==> src/rtl/pwm_output_ctrl.sv <==
// PWM output controller: drives 16 pins as off, static high, or a shared PWM waveform.
// The PWM duty is double-buffered and only takes effect at period boundaries, so a
// mid-period register write cannot produce a runt or stretched pulse.
module pwm_output_ctrl #(
  parameter int unsigned PRESCALE = 13
) (
  input  logic        clk,
  input  logic        rst,
  input  logic [7:0]  en_reg_out_7_0,
  input  logic [7:0]  en_reg_out_15_8,
  input  logic [7:0]  en_reg_pwm_7_0,
  input  logic [7:0]  en_reg_pwm_15_8,
  input  logic [7:0]  pwm_duty_cycle,
  output logic [15:0] out,
  output logic        period_start
);

  // A width of one still works for PRESCALE=1: the counter stays at zero and ticks every cycle.
  localparam int unsigned PresW = (PRESCALE > 1) ? $clog2(PRESCALE) : 1;
  localparam logic [PresW-1:0] PresMax = PresW'(PRESCALE - 1);

  logic [PresW-1:0] presc_cnt_q, presc_cnt_d;
  logic [7:0]       pwm_cnt_q, pwm_cnt_d;
  logic [7:0]       duty_shadow_q, duty_shadow_d;
  logic             load_pending_q;
  logic [15:0]      out_q, out_d;
  logic             period_start_q;

  logic        tick;
  logic        wrap;
  logic        pwm_level;
  logic [15:0] en_out;
  logic [15:0] en_pwm;

  // Prescaler, PWM counter, duty shadow and pin mux next-state logic.
  always_comb begin
    tick      = (presc_cnt_q == PresMax);
    wrap      = tick && (pwm_cnt_q == 8'hFF);
    presc_cnt_d = tick ? '0 : presc_cnt_q + PresW'(1);
    pwm_cnt_d   = tick ? pwm_cnt_q + 8'd1 : pwm_cnt_q;
    // The post-reset load makes the first period use the requested duty instead of zero.
    duty_shadow_d = (wrap || load_pending_q) ? pwm_duty_cycle : duty_shadow_q;
    // 0xFF is special-cased so full scale is truly constant high, not 255/256.
    pwm_level = (duty_shadow_q == 8'hFF) ? 1'b1 : (pwm_cnt_q < duty_shadow_q);
    en_out    = {en_reg_out_15_8, en_reg_out_7_0};
    en_pwm    = {en_reg_pwm_15_8, en_reg_pwm_7_0};
    out_d     = en_out & (~en_pwm | {16{pwm_level}});
  end

  // State update; reset overrides every other event and clears the pins immediately.
  always_ff @(posedge clk) begin
    if (rst) begin
      presc_cnt_q    <= '0;
      pwm_cnt_q      <= 8'h00;
      duty_shadow_q  <= 8'h00;
      load_pending_q <= 1'b1;
      out_q          <= 16'h0000;
      period_start_q <= 1'b0;
    end else begin
      presc_cnt_q    <= presc_cnt_d;
      pwm_cnt_q      <= pwm_cnt_d;
      duty_shadow_q  <= duty_shadow_d;
      load_pending_q <= 1'b0;
      out_q          <= out_d;
      period_start_q <= wrap;
    end
  end

  assign out          = out_q;
  assign period_start = period_start_q;

endmodule
==> config.mk <==
export PLATFORM = sky130hd
export DESIGN_NAME = pwm_output_ctrl
export DESIGN_NICKNAME = d
export VERILOG_FILES = /design/src/rtl/pwm_output_ctrl.sv
export SDC_FILE = /design/constraint.sdc
export NUM_CORES = 1
export LEC_CHECK = 0
export BUFFER_PORTS_ARGS = -buffer_cell sky130_fd_sc_hd__buf_2
export CELL_PAD_IN_SITES_DETAIL_PLACEMENT = 1
export CELL_PAD_IN_SITES_GLOBAL_PLACEMENT = 1
export CORE_MARGIN = 2
export CORE_UTILIZATION = 39
export DETAILED_ROUTE_END_ITERATION = 8
export PLACE_DENSITY = 0.89
export SETUP_SLACK_MARGIN = 0.3
export SYNTH_ARGS = -nofsm -noshare
export SYNTH_HDL_FRONTEND = slang
export SYNTH_SLANG_ARGS = --single-unit
==> constraint.sdc <==
create_clock -name clk -period 4.8 [get_ports clk]
set_input_delay 1.2 -clock clk [delete_from_list [all_inputs] [get_ports clk]]
set_output_delay 1.2 -clock clk [all_outputs]
set_load 0.02 [all_outputs]
After elaboration in Yosys (flattened, before gate mapping)
Cells that the tools add are included. Widths: inputs -> output; s select.

Add/subtract/negate cells: 2. Magnitude comparators: 1. Equal/unequal tests: 3. Multiplexer cells: 2. Bitwise gates (word level): 3. Reductions and logical operators: 3.

Operators by type and width (number): $and 16x16->16 (1); $eq 8x8->1 const B (2); $not 16->16 (1); $or 16x16->16 (1); $add 8x1->8 const B (1); $lt 8x8->1 (1); $add 4x1->4 const B (1); $eq 4x4->1 const B (1); $mux 1 (2); $reduce_or 2->1 (1); $logic_and 1x1->1 (1); $logic_or 1x1->1 (1).

Flip-flop bits (word level): 38. Bits of input ports: 42. Output and inout bits: 17. Word-level logic and storage cells: 20.

Logic depth before layout (Yosys ltp)
Gate-level depths: netlist of run 1.

Word-level depth: 4. Depth in mapped cells: 7. Depth with buffers taken out: 6.

Worst setup path before layout of run 1
OpenSTA, ideal clock, no wires.

Path kind: in2reg. From: input rst. To: register duty_shadow_q[4]. Setup time: 0.128 ns. Arrival: 1.952 ns. Required time: 4.672 ns. Slack: 2.720 ns. Stages on the path: 4. Buffers on the path: 3. Cell sequence: clkbuf_1 > clkbuf_1 > clkbuf_1 > nor2_1.

RTL lines: start, declared (RTL line 8) `input logic rst,`; end signal, assigned (RTL line 62) `duty_shadow_q <= duty_shadow_d;`; end, declared (RTL line 24) `logic [7:0] duty_shadow_q, duty_shadow_d;`.

No word-level cell between the ends.

Final worst setup path of run 1
From: register duty_shadow_q[6]. To: register out_q[3], in the netlist out[3].

Longest elaborated chain between the ends: 4. Elaborated cells between the ends (all ways): 5. Those cells by class: 1 x order compare; 1 x eq/ne; 1 x mux; 2 x bitwise.

Ends and longest elaborated chain: $lt 8x8->1 / $eq 8x8->1 (equally long branches) (RTL line 44) `pwm_level = (duty_shadow_q == 8'hFF) ? 1'b1 : (pwm_cnt_q < duty_shadow_q);`; $mux 1 * (RTL line 44); $or 16x16->16 * (RTL line 47) `out_d = en_out & (~en_pwm | {16{pwm_level}});`; $and 16x16->16 * (RTL line 47); end signal, assigned (RTL line 64) `out_q <= out_d;`; end, declared (RTL line 26) `logic [15:0] out_q, out_d;`.

Every way passes the cells marked *; elsewhere a longest branch is shown, timed or not. A chain may end at the register's enable or synchronous reset.

==> summary.txt, run 1 <==
Die
  • Rows: 23
  • Ports: 59
  • Die area: between 0.004 and 0.005 mm²
  • Die width: roughly 70 µm
  • Die span in y: 69.6 µm
  • Starting Density: 0.414
  • Area of the core: 0.00406 mm²

Power
  • Sequential fraction of design power: 0.518
  • PD cells: around 310 mW/mm²
  • Int Power: 0.000487 W
  • Logic pwr share: 0.140
  • Sw Pwr: between 0.00015 and 0.0002 W
  • Total Power: 0.000657 W
  • Sw Ratio: 0.258
  • P_leak: 0.936 nW
  • Clk pwr share: 0.342
  • Max VDD drop: around 0.28 mV

Clocking
  • CTS max path bufs: 2
  • H-tree Lvls: 2
  • Post-CTS Hold Fix Bufs: 0
  • CTS tree: built
  • Clock transition at the registers of the reported paths: 0.07 ns
  • CTS buffer count: 5
  • Sinks on Clock Net: 38
  • Latest clock arrival within the worst-skew pair: a little under 0.3 ns
  • Post-CTS Resized: 0
  • Clock root buffer: clkbuf_8
  • Setup Fix Bufs, Post-CTS: 0

Place
  • Gpl congestion: 0.748
  • Port buffer count: a little under 60
  • Detail Placement HPWL: around 3100 µm

Route
  • Vias: 1390
  • Wire per inst: 15.8 µm
  • DR pass1 iterations: 4
  • Drt total wl: 4360 µm
  • Via density: ~5
  • Antenna-violating nets left: 0
  • DRT iter0 DRCs: 31
  • # DRC: 0

Hold path
  • Worst Hold End: presc_cnt_q[0]
  • Hold Crit Start: presc_cnt_q[0]
  • HP Class: flip-flop to flip-flop
  • WHS Path Cells: 1

STA
  • Slew Viols, Final: 0
  • Relative slew slack: 0.405
  • F_max: 460 MHz
  • Final worst-path cycle share: 0.453
  • RSZ-0062 raised after global routing: no
  • Crit path time final: 2.17 ns
  • Final Hold Fails: 0
  • Setup TNS: 0 ns
  • Worst Skew: 0.00830 ns
  • Final Hold Slack: 0.504 ns
  • Worst-Margin Slew: 0.893 ns
  • Setup violations, final: 0

Synthesis
  • Register area share after synthesis: 0.453
  • Yosys top cell by area: dfxtp_1
  • Synth Cell Area: 0.00168 mm²
  • Share of the synthesized area in the top cell type: 0.453
  • Syn_area_per_cell: 10.0 µm²
  • Synth warn: 0
  • Synthesized instance count: 167
  • FF+latch count, synth: 38
  • Post-synth cell types: 29
  • Syn nets: 219
  • Top post-synthesis cells by area: dfxtp_1 (45%), ha_1 (7.5%), nand2b_1 (6.0%)

Job
  • Max cap viols: 0

Global route
  • First-pass GRT wire length: 7350 µm
  • Total grt overflow: 0
  • Total GRT Usage: 0.195
  • Vias in the first global route: 1583
  • Initial antenna violation count: 0
  • Pin count of the biggest net entering global routing: 39

Setup path
  • Worst path max stage delay: 0.80 ns
  • Worst r2r src: duty_shadow_q[6]
  • Worst path depth: 6
  • Critical path fanouts, max: 16
  • Buf+Inv Stages, Crit Path: 1
  • Cell Chain, Critical Path: inv_1, ha_1, and4_1, o21ai_1, o32ai_4, a21oi_1
  • Worst path slowest cell: o32ai_4
  • Register-to-Register Path Depth: 6
  • Crit path arrival time: around 2.3 ns
  • Top delay family on crit path: compound AO/OA/AOI/OAI gates
  • Setup crit end kind: flip-flop
  • CP Launch Type: flip-flop
  • Worst Path Class, Setup: flip-flop to flip-flop
  • R2R setup slack: 2.63 ns
  • CP required: between 4 and 5 ns
  • R2R Path End: out[3]

Layout
  • Antenna cells: 0
  • Share of cells above drive strength 1: 0.348
  • Synth-to-Final Area Change: 24.7%
  • # nets final: 278

Outcome
  • Outcome: completed
==> power by group through the flow <==
stage	Sequential (W)	Combinational, W	Clock (W)
floorplan	0.000357	0.0000468	0
global placement	0.000346	0.0000883	0
detailed placement	0.000347	0.0000921	0
CTS	0.000340	0.0000939	0.000228
global route	0.000342	0.000102	0.000248
finish	0.000340	0.0000922	0.000225
==> worst max-delay path by stage <==
| stage | startpoint | to | slack, ns |
|---|---|---|---|
| final | duty_shadow_q[6] | out[3] | 2.63 |
| after global routing | duty_shadow_q[6] | out[0] | 2.44 |
| after CTS | duty_shadow_q[6] | out[3] | 2.60 |
| after detailed placement | duty_shadow_q[6] | out[3] | 2.65 |
| after global placement | duty_shadow_q[6] | out[1] | 2.70 |
| after floorplan | rst | duty_shadow_q[4] | 2.72 |
==> placed cells by master (no fill, tap or decap) <==
cell	count
a21oi_1	9
inv_1	11
o21ai_0	1
ha_1	10
clkbuf_8	6
nor3_1	5
nand4_1	3
a41o_1	1
o21a_1	1
nor3b_1	1
o32ai_4	1
clkbuf_1	1
nand2b_4	1
o21ai_1	1
clkinv_2	1
nand2_1	4
xnor2_1	6
dfxtp_1	38
a41oi_4	1
nor2_1	20
a2111oi_4	1
buf_2	58
and3_1	1
nand2b_1	16
a21oi_2	10
or4_1	1
a21o_1	1
mux2i_1	9
and4_1	3
nand3_1	3
xor2_1	2
==> stage by stage <==
| step | worst slack [ns] | std cells | area, µm² | utilization |
|---|---|---|---|---|
| after global placement | 2.70 | 269 | 2000 | 0.493 |
| after floorplan | 2.72 | 167 | 1680 | - |
| after global routing | 2.44 | 277 | 2090 | 0.516 |
| final | 2.63 | 277 | 2090 | 0.516 |
| after detailed placement | 2.65 | 269 | 2000 | 0.493 |
| after CTS | 2.60 | 277 | 2090 | 0.516 |
==> final cells by class <==
class,count,area [µm²]
Clock buffer,7,86.3
Clock inverter,1,5.00
Fill cell,471,1970
Inverter,11,41.3
Multi-Input combinational cell,112,846
Sequential cell,38,761
Tap cell,50,62.6
Timing Repair Buffer,58,290
==> flip-flops by register name (all words and copies together), names as in the netlist <==
register and cells:
presc_cnt_q 4, load_pending_q 1, duty_shadow_q 8, period_start 1
pwm_cnt_q 8, out 16
==> kinds of logic after synthesis <==
family,synth area share
buf+inv,0.0425
simple gates,0.185
compound gates,0.149
fa+ha+maj,0.0746
flops,0.453
xor+xnor,0.0418
mux,0.0537
==> layer usage <==
layer	share of wire	track usage
met4	0.029	0.107
met2	0.54	0.364
met3	0.070	0.0625
met5	0	0
met1	0.36	0.186
==> Yosys cell counts, drive strengths merged <==
cell	count
dfxtp	38
nor2	20
a21oi	19
nand2b	17
inv	11
ha	10
mux2i	9
xnor2	6
clkbuf	5
nor3	5
nand2	4
and4	3
nand3	3
nand4	3
o21ai	2
xor2	2
a2111oi	1
a21o	1
a41o	1
a41oi	1
and3	1
buf	1
nor3b	1
o21a	1
o32ai	1
or4	1
==> worst register-to-register path, delay by kind of cell, from the launching register on <==
kind | cells | cell delay, ns
DFF | 1 | 0.37
AOI/OAI and AO/OA | 3 | 1.07
adders and majority gates | 1 | 0.32
buffers and inverters | 1 | 0.06
and+or+nand+nor | 1 | 0.21
Power figures use the tool's default switching activity.
==> run 2: changes to the inputs <==
Settings changed: CORE_UTILIZATION 39 to 33, PLACE_DENSITY 0.89 to 0.81.
Clock period 4.8 ns to 1.9 ns, I/O delays scaled along.
==> summary.txt, run 2 (same netlist as run 1, synthesis figures left out) <==
Outcome
  • Outcome: completed

Clocking
  • Sinks on Clock Net: 38
  • CTS max path bufs: 2
  • Post-CTS Hold Fix Bufs: 0
  • Latest clock arrival within the worst-skew pair: 0.30 ns
  • H-tree Lvls: 2
  • Clock transition at the registers of the reported paths: roughly 0.080 ns
  • CTS tree: built
  • Clock root buffer: clkbuf_8
  • CTS buffer count: 5

Route
  • Drt total wl: about 4300 µm
  • Wire per inst: 14.0 µm
  • DRT iter0 DRCs: 19
  • # DRC: 0
  • Vias: 1451
  • DR pass1 iterations: 4
  • Antenna-violating nets left: 0
  • Via density: ~4.7

Power
  • Int Power: ~0.0014 W
  • Clk pwr share: 0.378
  • PD cells: 772 mW/mm²
  • Sequential fraction of design power: 0.470
  • Sw Pwr: between 0.0004 and 0.0005 W
  • Logic pwr share: 0.153
  • Max VDD drop: 0.436 mV
  • Sw Ratio: 0.254
  • P_leak: ~1.0 nW

Setup path
  • CP required: 2.13 ns
  • Worst r2r src: duty_shadow_q[5]
  • Crit path arrival time: ~1.8 ns
  • CP Launch Type: flip-flop
  • Critical path fanouts, max: 16
  • Worst Path Class, Setup: flip-flop to flip-flop
  • Cell Chain, Critical Path: inv_1, ha_1, a41o_1, a21oi_2, o32ai_4, buf_12, a21oi_1
  • Buf+Inv Stages, Crit Path: 2
  • Worst path max stage delay: 0.33 ns
  • Worst path slowest cell: dfxtp_2
  • Setup crit end kind: flip-flop
  • Worst setup startpoint: duty_shadow_q[5]
  • Top delay family on crit path: compound AO/OA/AOI/OAI gates

Place
  • Post-DP Area: 0.00216 mm²
  • Gpl congestion: 0.700
  • Detail Placement HPWL: 3060 µm
  • Dpl cells: 300
  • Port buffer count: 58

Global route
  • Total GRT Usage: 0.172
  • Pin count of the biggest net entering global routing: 28
  • Initial antenna violation count: 0
  • Vias in the first global route: roughly 1.6k
  • First-pass GRT wire length: 7280 µm
  • Total grt overflow: 0

Layout
  • Antenna cells: 0
  • Largest register FFs: 16
  • Fin area: about 0.0024 mm²
  • Most frequent cells in the layout: buf_2 (58), dfxtp_1 (30), nor2_1 (20)
  • Commonest non-fill, non-tap cell in the layout: buf_2
  • Synth-to-Final Area Change: 40.9%
  • Share of cells above drive strength 1: 0.481
  • Finished Layout Cells: 310
  • # nets final: 294
  • Fill cells: roughly 580

STA
  • Final worst-path cycle share: 0.832
  • Relative slew slack: 0.709
  • RSZ-0062 raised after global routing: yes
  • Setup violations, final: 0
  • Worst Skew: 0.00698 ns
  • Final Hold Fails: 0
  • F_max: 633 MHz
  • Slew Viols, Final: 0
  • Crit path time final: 1.58 ns
  • Worst-Margin Slew: about 0.44 ns

Die
  • Die area: 0.00567 mm²
  • Rows: 25
  • Die width: ~75 µm
  • Starting Density: 0.348
  • Area of the core: 0.00482 mm²
  • Ports: 59
  • Die span in y: 75.3 µm

Hold path
  • Hold Crit Start: en_reg_pwm_15_8[4]
  • HP Class: primary input to flip-flop

Job
  • Max cap viols: 0
==> run 2: cell types whose count changed in the layout (fill, tap and decap cells not counted), sizes merged <==
cell,before,now
bufinv,0,1
clkinvlp,0,2
buf,58,74
clkinv,1,0
clkbuf,7,5
==> run 2: stage by stage <==
stage	power, W	setup TNS (ns)	utilization	hold slack [ns]	setup slack [ns]
3_3_place_gp	0.00111	-0.781	0.448	0.484	-0.0761
3_5_place_dp	0.00112	-1.27	0.448	0.500	-0.124
4_1_cts	0.00184	0	0.485	0.330	0.303
6_report	0.00183	0	0.491	0.336	0.320
5_1_grt	0.00192	0	0.491	0.327	0.228
2_1_floorplan	0.00102	0	-	0.456	0.301
==> run 2: cell type report <==
cell class | instances | area (µm²) | area share
multi-input combinational | 112 | 917 | 0.388
sequential | 38 | 773 | 0.327
timing repair buffer | 74 | 435 | 0.184
tap | 67 | 83.8 | 0.0354
clock buffer | 5 | 68.8 | 0.0291
clock inverter | 3 | 45.0 | 0.0190
inverter | 11 | 41.3 | 0.0175
==> run 2: timing repair <==
item                                    CTS  global route
pin swaps                                 3             2
endpoints found under the setup margin   24            22
buffers inserted                          2             0
resized for setup                         8             8
==> run 2: worst reg2reg max path, delay by kind of cell (launching register included) <==
family | cells | cell delay, ns
AO/OA/AOI/OAI | 4 | 0.69
adder cells (fa/ha/maj) | 1 | 0.28
buffers and inverters | 2 | 0.21
flip-flops | 1 | 0.33
==> run 2: final timing paths <==
check                   end  slack, ns  cells past startpoint
max                  out[4]       0.32                      7
max reg2reg          out[4]       0.32                      7
min                 out[12]       0.34                      2
min reg2reg  presc_cnt_q[0]       0.47                      1
==> run 2: power groups by stage <==
stage / Sequential, W / Clock (W) / Combinational (W)
floorplan: 0.000902 / 0 / 0.000122
global placement: 0.000872 / 0 / 0.000242
detailed placement: 0.000874 / 0 / 0.000249
CTS: 0.000857 / 0.000709 / 0.000273
global route: 0.000862 / 0.000752 / 0.000307
finish: 0.000858 / 0.000690 / 0.000279
==> run 2: layer usage <==
| layer | global-route usage | wire length, µm | vias up |
|---|---|---|---|
| li1 | - | - | 715 |
| met3 | 0.0437 | 169 | 7 |
| met2 | 0.297 | 2250 | 39 |
| met1 | 0.205 | 1860 | 690 |
| met4 | 0.0643 | 58 | 0 |
| met5 | 0 | 0 | - |
==> run 3: changes to the inputs <==
Settings changed: CORE_UTILIZATION 33 to 36, PLACE_DENSITY 0.81 to 0.83.
Clock period 1.9 ns to 1.5 ns, I/O delays scaled along.
==> summary.txt, run 3 (same netlist as run 1, synthesis figures left out) <==
Place
  • Dpl cells: 290
  • Pre-CTS setup slack: -0.160 ns
  • Detail Placement HPWL: about 3600 µm
  • Port buffer count: 58
  • Gpl congestion: 0.741
  • Post-DP Area: between 0.002 and 0.0025 mm²

Layout
  • Most frequent cells in the layout: buf_2 (52), buf_4 (28), dfxtp_1 (24)
  • # nets final: ~310
  • Antenna cells: 0
  • Largest register FFs: 16
  • Finished Layout Cells: 314
  • Commonest non-fill, non-tap cell in the layout: buf_2
  • Share of cells above drive strength 1: 0.668
  • Synth-to-Final Area Change: 64.9%
  • Final core utilization: 0.627
  • Fin area: 0.00277 mm²

Power
  • PD cells: around 850 mW/mm²
  • Max VDD drop: 0.591 mV
  • P_leak: about 1.2 nW

STA
  • F_max: 573 MHz
  • RSZ-0062 raised after global routing: yes
  • Crit path time final: about 1.7 ns
  • Worst Skew: 0.00925 ns
  • Relative slew slack: 0.728
  • PnR worst setup slack: -0.245 ns
  • Final worst-path cycle share: 1.16
  • Final Hold Fails: 0
  • Slew Viols, Final: 0
  • Setup TNS: -3.76 ns
  • Worst-Margin Slew: 0.408 ns
  • Setup violations, final: 21

Outcome
  • Outcome: finished, violations left
  • Failing checks: setup timing

Route
  • Vias: ~1.6k
  • Via density: 5.24
  • Drt total wl: 6820 µm
  • Antenna-violating nets left: 0
  • DRT iter0 DRCs: 86
  • DR pass1 iterations: 4
  • # DRC: 0
  • Wire per inst: 21.7 µm

Setup path
  • Register-to-Register Path Depth: 8
  • Crit path arrival time: 1.94 ns
  • Worst path max stage delay: roughly 0.35 ns
  • Worst Path Class, Setup: flip-flop to flip-flop
  • Worst r2r src: duty_shadow_q[7]
  • Setup crit end kind: flip-flop
  • R2R Path End: out[14]
  • Buf+Inv Stages, Crit Path: 3
  • Worst path slowest cell: dfxtp_2
  • Cell Chain, Critical Path: inv_2, ha_4, and4_4, o21ai_4, o32ai_4, buf_6, buf_16, a21oi_2
  • Critical path fanouts, max: 8
  • R2R setup slack: -0.24 ns
  • CP required: about 1.7 ns
  • CP Launch Type: flip-flop
  • Top delay family on crit path: compound AO/OA/AOI/OAI gates

Global route
  • Total GRT Usage: 0.285
  • Vias in the first global route: 1966
  • Initial antenna violation count: 0
  • Met3 usage: 0.0806
  • Pin count of the biggest net entering global routing: 24
  • GRT met1 Usage: 0.306
  • Total grt overflow: 0
  • First-pass GRT wire length: roughly 11000 µm
  • Met2 GRT Util: 0.523
  • GRT Max-Usage Layer: met2

Clocking
  • Sinks on Clock Net: 38
  • H-tree Lvls: 2
  • CTS tree: built
  • Clock root buffer: clkbuf_8
  • CTS max path bufs: 2
  • Clock transition at the registers of the reported paths: 0.08 ns
  • CTS buffer count: 5
  • Latest clock arrival within the worst-skew pair: 0.30 ns

Die
  • Die span in y: 72.3 µm
  • Starting Density: 0.380
  • Ports: slightly below 60
  • Die area: 0.00522 mm²
  • Die width: 72.3 µm
  • Area of the core: 0.00441 mm²
  • Rows: 24

Job
  • Max cap viols: 0

Hold path
  • Hold Crit Start: en_reg_pwm_15_8[7]
  • HP Class: primary input to flip-flop
  • WHS Path Cells: 2
  • Worst Hold End: out[15]
[run 3: cell count changes in the layout (fill, tap and decap cells not counted), sizes merged]
cell and change:
clkinv +2, buf +19, clkinvlp -2, bufinv -1
clkbuf +1
[run 3: what timing repair did]
item / 4_1_cts / 5_1_grt
endpoints found under the setup margin: 32 / 43
gates resized for setup: 48 / 23
setup buffers: 12 / 3
gates cloned: 1 / 0
hold buffers: 0 / 0
pin swaps: 25 / 11
[run 3: cell type report]
type / count / area [µm²]
sequential: 38 / 778
fill: 487 / 1650
multi-input combinational: 112 / 1130
clock inverter: 2 / 13.8
tap: 52 / 65.1
inverter: 11 / 41.3
clock buffer: 6 / 72.6
timing repair buffer: 93 / 668
[run 3: worst max path at each step]
stage	from	end	slack, ns	cells past startpoint
2_1_floorplan	duty_shadow_q[7]	out[10]	-0.09	7
3_3_place_gp	duty_shadow_q[5]	out[3]	-0.05	7
3_5_place_dp	duty_shadow_q[5]	out[1]	-0.16	7
4_1_cts	duty_shadow_q[7]	out[13]	-0.14	8
5_1_grt	duty_shadow_q[7]	out[6]	-0.29	8
6_report	duty_shadow_q[7]	out[14]	-0.24	8
[run 3: through the flow]
stage,total power (W),hold WS [ns]
6_report,0.00236,0.238
5_1_grt,0.00245,0.229
4_1_cts,0.00228,0.228
3_5_place_dp,0.00147,0.445
3_3_place_gp,0.00145,0.444
2_1_floorplan,0.00130,0.403
[run 3: layer usage]
metal	up-vias	routed length, µm
met1	820	2560
met5	-	0
li1	754	-
met2	58	3730
met3	12	354
met4	0	179
[run 3: report_power, final]
part | switching [W] | total (W) | leakage [nW] | internal, W
logic | 0.000264 | 0.000540 | 0.816 | 0.000275
registers | 0.0000290 | 0.00109 | 0.319 | 0.00106
clock network | 0.000400 | 0.000728 | 0.0452 | 0.000328
